### config.mk
export PLATFORM = sky130hd
export DESIGN_NAME = vector_alu_sequencer
export DESIGN_NICKNAME = d
export VERILOG_FILES = /design/src/rtl/vector_alu_sequencer.sv
export SDC_FILE = /design/constraint.sdc
export NUM_CORES = 1
export LEC_CHECK = 0
export BUFFER_PORTS_ARGS = -buffer_cell sky130_fd_sc_hd__buf_2
export CAP_MARGIN = 20
export CORE_MARGIN = 5
export CORE_UTILIZATION = 39
export CTS_BUF_LIST = sky130_fd_sc_hd__clkbuf_8
export DETAILED_ROUTE_END_ITERATION = 8
export PLACE_DENSITY = 0.69
export SYNTH_ARGS = -nofsm -noshare
export SYNTH_HDL_FRONTEND = slang
export SYNTH_SLANG_ARGS = --single-unit
### constraint.sdc
create_clock -name clk -period 1.6 [get_ports clk]
set_input_delay 0.32 -clock clk [delete_from_list [all_inputs] [get_ports clk]]
set_output_delay 0.32 -clock clk [all_outputs]
set_load 0.01 [all_outputs]
### src/rtl/vector_alu_sequencer.sv
// Registered multi-beat ALU control sequencer: decodes one instruction per handshake
// and issues scalar (1 beat) or vector (BEATS beats) ALU control. Optional macro: VEC_SHIFT_EN.
module vector_alu_sequencer #(
  parameter int LANES           = 16,
  parameter int LANES_PER_CYCLE = 4,
  localparam int BEATS          = LANES / LANES_PER_CYCLE,
  localparam int BW             = (BEATS > 1) ? $clog2(BEATS) : 1
) (
  input  logic             clk,
  input  logic             rst,
  input  logic             flush,
  input  logic             in_valid,
  output logic             in_ready,
  input  logic [5:0]       Opcode,
  input  logic [2:0]       Func,
  input  logic             ALUOp,
  output logic             op_valid,
  input  logic             op_ready,
  output logic [2:0]       ALUControl,
  output logic             ALUSel,
  output logic [1:0]       FlagWrite,
  output logic [LANES-1:0] lane_en,
  output logic [BW-1:0]    beat_idx,
  output logic             op_last,
  output logic             busy,
  output logic             illegal
);

  if ((LANES % LANES_PER_CYCLE) != 0) begin : g_cfg_err
    $error("LANES must be a multiple of LANES_PER_CYCLE");
  end

  typedef enum logic [1:0] {IDLE = 2'd0, SCALAR = 2'd1, VECTOR = 2'd2} state_t;

  localparam logic [LANES-1:0] FIRST_MASK = ~({LANES{1'b1}} << LANES_PER_CYCLE);
  localparam logic [BW-1:0]    LAST_BEAT  = BW'(BEATS - 1);

  // Returns {legal, vector, alu_control}
  function automatic logic [4:0] decode(input logic [5:0] opc, input logic [2:0] fn,
                                        input logic aluop);
    logic [4:0] r;
    r = {1'b1, 1'b0, 3'b000};
    if (!aluop) begin
      r = {1'b1, 1'b0, 3'b000};
    end else begin
      case (opc)
        6'b000000: begin
          case (fn)
            3'b000:  r = {1'b1, 1'b0, 3'b000};
            3'b001:  r = {1'b1, 1'b0, 3'b001};
            3'b010:  r = {1'b1, 1'b0, 3'b010};
            3'b011:  r = {1'b1, 1'b0, 3'b011};
            3'b100:  r = {1'b1, 1'b0, 3'b111};
            default: r = {1'b0, 1'b0, 3'b000};
          endcase
        end
        6'b100000: begin
          case (fn)
            3'b000:  r = {1'b1, 1'b1, 3'b000};
            3'b001:  r = {1'b1, 1'b1, 3'b001};
            3'b010:  r = {1'b1, 1'b1, 3'b010};
`ifdef VEC_SHIFT_EN
            3'b011:  r = {1'b1, 1'b1, 3'b011};
            3'b100:  r = {1'b1, 1'b1, 3'b111};
`endif
            default: r = {1'b0, 1'b0, 3'b000};
          endcase
        end
        6'b001000: r = {1'b1, 1'b0, 3'b000};
        6'b001001: r = {1'b1, 1'b0, 3'b001};
        6'b001010: r = {1'b1, 1'b0, 3'b010};
        6'b000100: r = {1'b1, 1'b0, 3'b001};
        default:   r = {1'b1, 1'b0, 3'b000};
      endcase
    end
    return r;
  endfunction

  state_t           state_r, state_s;
  logic             valid_r, valid_s;
  logic [2:0]       ctrl_r, ctrl_s;
  logic [1:0]       flag_r, flag_s;
  logic [LANES-1:0] lane_r, lane_s;
  logic [BW-1:0]    beat_r, beat_s;
  logic             last_r, last_s;
  logic             illegal_r, illegal_s;

  logic [4:0]       dec_s;
  logic             in_ready_s, accept_s, advance_s;
  state_t           ld_state_s;
  logic             ld_valid_s, ld_last_s, ld_illegal_s;
  logic [2:0]       ld_ctrl_s;
  logic [1:0]       ld_flag_s;
  logic [LANES-1:0] ld_lane_s;

  assign dec_s      = decode(Opcode, Func, ALUOp);
  assign in_ready_s = !flush & ((state_r == IDLE) | (valid_r & op_ready & last_r));
  assign accept_s   = in_valid & in_ready_s;
  assign advance_s  = valid_r & op_ready;

  // First-beat image of the instruction currently offered on the input
  always_comb begin
    ld_state_s   = IDLE;
    ld_valid_s   = 1'b0;
    ld_ctrl_s    = 3'b000;
    ld_flag_s    = 2'b00;
    ld_lane_s    = {LANES{1'b0}};
    ld_last_s    = 1'b0;
    ld_illegal_s = 1'b0;
    if (!dec_s[4]) begin
      ld_illegal_s = 1'b1;
    end else if (dec_s[3]) begin
      ld_state_s = VECTOR;
      ld_valid_s = 1'b1;
      ld_ctrl_s  = dec_s[2:0];
      ld_lane_s  = FIRST_MASK;
      ld_last_s  = (BEATS == 1);
    end else begin
      ld_state_s = SCALAR;
      ld_valid_s = 1'b1;
      ld_ctrl_s  = dec_s[2:0];
      ld_flag_s  = 2'b11;
      ld_lane_s  = LANES'(1'b1);
      ld_last_s  = 1'b1;
    end
  end

  // Next-state and next-output logic
  always_comb begin
    state_s   = state_r;
    valid_s   = valid_r;
    ctrl_s    = ctrl_r;
    flag_s    = flag_r;
    lane_s    = lane_r;
    beat_s    = beat_r;
    last_s    = last_r;
    illegal_s = 1'b0;
    if (flush) begin
      state_s = IDLE;
      valid_s = 1'b0;
      ctrl_s  = 3'b000;
      flag_s  = 2'b00;
      lane_s  = {LANES{1'b0}};
      beat_s  = {BW{1'b0}};
      last_s  = 1'b0;
    end else begin
      case (state_r)
        IDLE: begin
          if (accept_s) begin
            state_s   = ld_state_s;
            valid_s   = ld_valid_s;
            ctrl_s    = ld_ctrl_s;
            flag_s    = ld_flag_s;
            lane_s    = ld_lane_s;
            beat_s    = {BW{1'b0}};
            last_s    = ld_last_s;
            illegal_s = ld_illegal_s;
          end else begin
            state_s = IDLE;
          end
        end
        SCALAR, VECTOR: begin
          if (advance_s && last_r) begin
            // accept_s already implies in_ready, so a new op can follow without a bubble
            state_s   = accept_s ? ld_state_s : IDLE;
            valid_s   = accept_s & ld_valid_s;
            ctrl_s    = accept_s ? ld_ctrl_s : 3'b000;
            flag_s    = accept_s ? ld_flag_s : 2'b00;
            lane_s    = accept_s ? ld_lane_s : {LANES{1'b0}};
            beat_s    = {BW{1'b0}};
            last_s    = accept_s & ld_last_s;
            illegal_s = accept_s & ld_illegal_s;
          end else if (advance_s) begin
            beat_s = beat_r + BW'(1'b1);
            lane_s = lane_r << LANES_PER_CYCLE;
            last_s = ((beat_r + BW'(1'b1)) == LAST_BEAT);
          end else begin
            state_s = state_r;
          end
        end
        default: begin
          state_s = IDLE;
          valid_s = 1'b0;
          ctrl_s  = 3'b000;
          flag_s  = 2'b00;
          lane_s  = {LANES{1'b0}};
          beat_s  = {BW{1'b0}};
          last_s  = 1'b0;
        end
      endcase
    end
  end

  // State and output registers
  always_ff @(posedge clk or posedge rst) begin
    if (rst) begin
      state_r   <= IDLE;
      valid_r   <= 1'b0;
      ctrl_r    <= 3'b000;
      flag_r    <= 2'b00;
      lane_r    <= {LANES{1'b0}};
      beat_r    <= {BW{1'b0}};
      last_r    <= 1'b0;
      illegal_r <= 1'b0;
    end else begin
      state_r   <= state_s;
      valid_r   <= valid_s;
      ctrl_r    <= ctrl_s;
      flag_r    <= flag_s;
      lane_r    <= lane_s;
      beat_r    <= beat_s;
      last_r    <= last_s;
      illegal_r <= illegal_s;
    end
  end

  assign in_ready   = in_ready_s;
  assign op_valid   = valid_r;
  assign ALUControl = ctrl_r;
  assign ALUSel     = 1'b0;
  assign FlagWrite  = flag_r;
  assign lane_en    = lane_r;
  assign beat_idx   = beat_r;
  assign op_last    = last_r;
  assign busy       = (state_r != IDLE);
  assign illegal    = illegal_r;

endmodule

==> results.toml <==
[run_status]
outcome = "finished, violations left"
violations = "setup timing"

[floorplan]
die_h_um = 64.36
die_x_um = 64.36
initial_utilization_pct = 41.08
design.core.area_um2 = 2805
die-area_um2 = 4142
num_rows = 19
io_pins = 44

[logic_synthesis]
ys_seq_area_share_pct = 41.26
async_flop_share_pct = 100.0
yosysWarnings = 0
avgSynthCellArea_um2 = 9.849
synthCells = 117
ys_ff_latch = 19
synth_edf_count = 0
syn_nets = 135
synth_area_um2 = 1152
synth_ff_type = "dfrtp_1"
synthDistinctLibCells = 39

[grt]
grt.overflow.total = 0
antenna_found_initial = 0
grt_usage_pct = 15.48
grt_first_pass_wirelength_um = 4995
grt_pass1_vias = 1105
grt_start_max_net_pins = 20

[sta]
worst_slack_ns = -0.007829
post-route-period-util_pct = 100.5
skew_ns = 0.003961
final-hold-violation-count = 0
rsz0062_at_grt = "yes"
setup_viol_count_final = 1
slew_viol_final = 0
hold_slack_ns = 0.06489
max_freq_ghz = 0.6220
finalWorstPathRequiredPeriod_ns = 1.608

[cts]
cts_buffer_depth = 2
numCtsBuffers = 3
cts.sinks = 19
path_clk_slew_ns = 0.07
insertion_delay_ns = 0.26
cts_tree = "yes"
cts.root.buffer_cell = "clkbuf_8"
ctsHtreeMaxLevel = 1

[detailed_routing]
drc = 0
totalWireLength_um = 3126
routed_via_density = 5.403
drtAntennaViolNets = 0
drt-pass1-iter-count = 4
avgRoutedWirePerCell_um = 15.55
via_count = 1086
drt-initial-drc-count = 23

[layout]
syn_to_final_growth_pct = 36.48
multiInputGateArea_um2 = 629.4
nFillCells = 262
register_area_um2 = 475.5
num_antenna_cells = 0
drive_above_1_share_pct = 50.59
fin_nets = 189

[power_and_ir_drop]
power_density_nw_per_um2 = 722.4
fin_total_pwr_mw = 1.136
p_int_uw = 796.8
p_leak_nw = 0.8213
clkPwrFrac_pct = 30.1
switching_share_pct = 29.87
pwr-share-seq_pct = 45.4
p_switching_uw = 339.4
p_comb_share_pct = 24.6
max-vdd-ir-drop_v = 0.0002988

[setup_path]
cp.arrival_ns = 1.79
crit_required_ns = 1.78
cp_max_fo = 5
critPathKind = "reg -> reg"
end_kind = "flip-flop"
cp-start-kind = "flip-flop"

[min_path]
min_path_type = "in -> async"

[placement]
port_buffers = 42
hpwl_um = 2290
gp_congestion = 0.8440

[run]
max-cap-violations = 0
-- cell usage after synthesis, types with 3 or more instances --
cell,number,area [um^2]
nand2_1,16,60.06
buf_4,11,82.58
ha_1,3,37.54
inv_1,7,26.28
dfrtp_1,19,475.5
nand3_1,4,20.02
o21ai_0,4,20.02
o31ai_1,5,37.54
a22o_1,6,52.55
nor2_1,5,18.77
-- per-stage QoR --
| step | worst slack [ns] | utilization (%) | setup TNS, ns | cell area (um^2) | std cells |
|---|---|---|---|---|---|
| 6_report | -0.007829 | 56.07 | -0.007829 | 1573 | 201 |
| 5_1_grt | -0.05974 | 56.07 | -0.5123 | 1573 | 201 |
| 4_1_cts | -0.001216 | 54.06 | -0.001216 | 1516 | 199 |
| 3_5_place_dp | -0.1439 | 50.22 | -1.185 | 1409 | 190 |
| 3_3_place_gp | -0.05543 | 50.22 | -0.3864 | 1409 | 190 |
| 2_1_floorplan | 0.009143 | - | 0 | 1160 | 117 |
-- metal layers --
layer | wire length (um) | track usage, %
met1 | 1277 | 16.83
met2 | 1567 | 27.19
met3 | 208 | 2.802
met4 | 72 | 10.55
met5 | 0 | 0
-- layout make-up --
class,instances,share of cell area [%]
inverters,8,1.909
well taps,31,2.466
flip-flops and latches,19,30.23
multi-input cells,79,40.02
repair buffers,60,22.43
clock buffers,3,2.625
clock inverters,1,0.3182
-- flip-flops by register name, summed over array words and instances (netlist names) --
name and flops:
ALUControl 3, op_last 1, op_valid 1, lane_en 8, FlagWrite 1, state_r 2, beat_idx 2, illegal 1
-- worst max-delay path, cell delays in order, from the launching register on --
cell and delay, ns:
dfrtp_1 0.37, inv_2 0.06, ha_4 0.28, and2b_2 0.17, a31o_4 0.17, o211ai_4 0.10
buf_4 0.16, o31ai_2 0.22
-- cells in the final DEF, fill, tap and decap left out, types with 2 or more instances in the layout --
master and n:
a22o_1 6, ha_1 2, nand3_1 4, nand2_1 15, inv_1 5, nor3_1 2, buf_6 2, inv_2 3
clkbuf_8 3, dfrtp_1 19, buf_4 16, o31ai_2 2, nand2b_1 2, buf_2 42, o21a_1 2, a31oi_1 2
nor2_1 3, o21ai_0 3, o41ai_2 3, a21oi_1 2, o31ai_1 3, nor4b_1 2, nand3b_1 2
-- cell families (layout without fill, tap and decap cells) --
group                    Yosys count  after routing  synth area share (%)
AND/OR/NAND/NOR                   40             40                 18.46
AO/OA/AOI/OAI                     35             35                 26.93
other                              1              1                0.3254
buffers and inverters             19             72                 9.772
adder cells (fa/ha/maj)            3              3                 3.258
flip-flops                        19             19                 41.26
-- worst paths after layout --
| path | from | to | slack [ns] | depth (start not counted) |
|---|---|---|---|---|
| worst max-delay path | state_r[0] | ALUControl[2] | -0.008 | 7 |
| worst min-delay path | rst | lane_en[14] | 0.06 | 3 |
| worst max register to register | state_r[0] | ALUControl[2] | -0.008 | 7 |
| worst min register to register | ALUControl[1] | ALUControl[1] | 0.48 | 2 |
| max in group asynchronous | rst | state_r[0] | 1.33 | 3 |
| min in group clk | Opcode[4] | ALUControl[1] | 0.38 | 4 |
-- power by group through the flow --
stage | Clock [mW] | Combinational [mW] | Sequential, mW
2_1_floorplan | 0 | 0.124 | 0.531
3_3_place_gp | 0 | 0.226 | 0.523
3_5_place_dp | 0 | 0.232 | 0.525
4_1_cts | 0.347 | 0.256 | 0.515
5_1_grt | 0.375 | 0.302 | 0.519
6_report | 0.341 | 0.279 | 0.516
-- what timing repair did --
item,in CTS,in global routing
resized for setup,3,12
setup buffers,5,2
endpoints found under the setup margin,15,18
hold buffers,0,0
pin swaps,5,8
(Power assumes the default switching activity.)
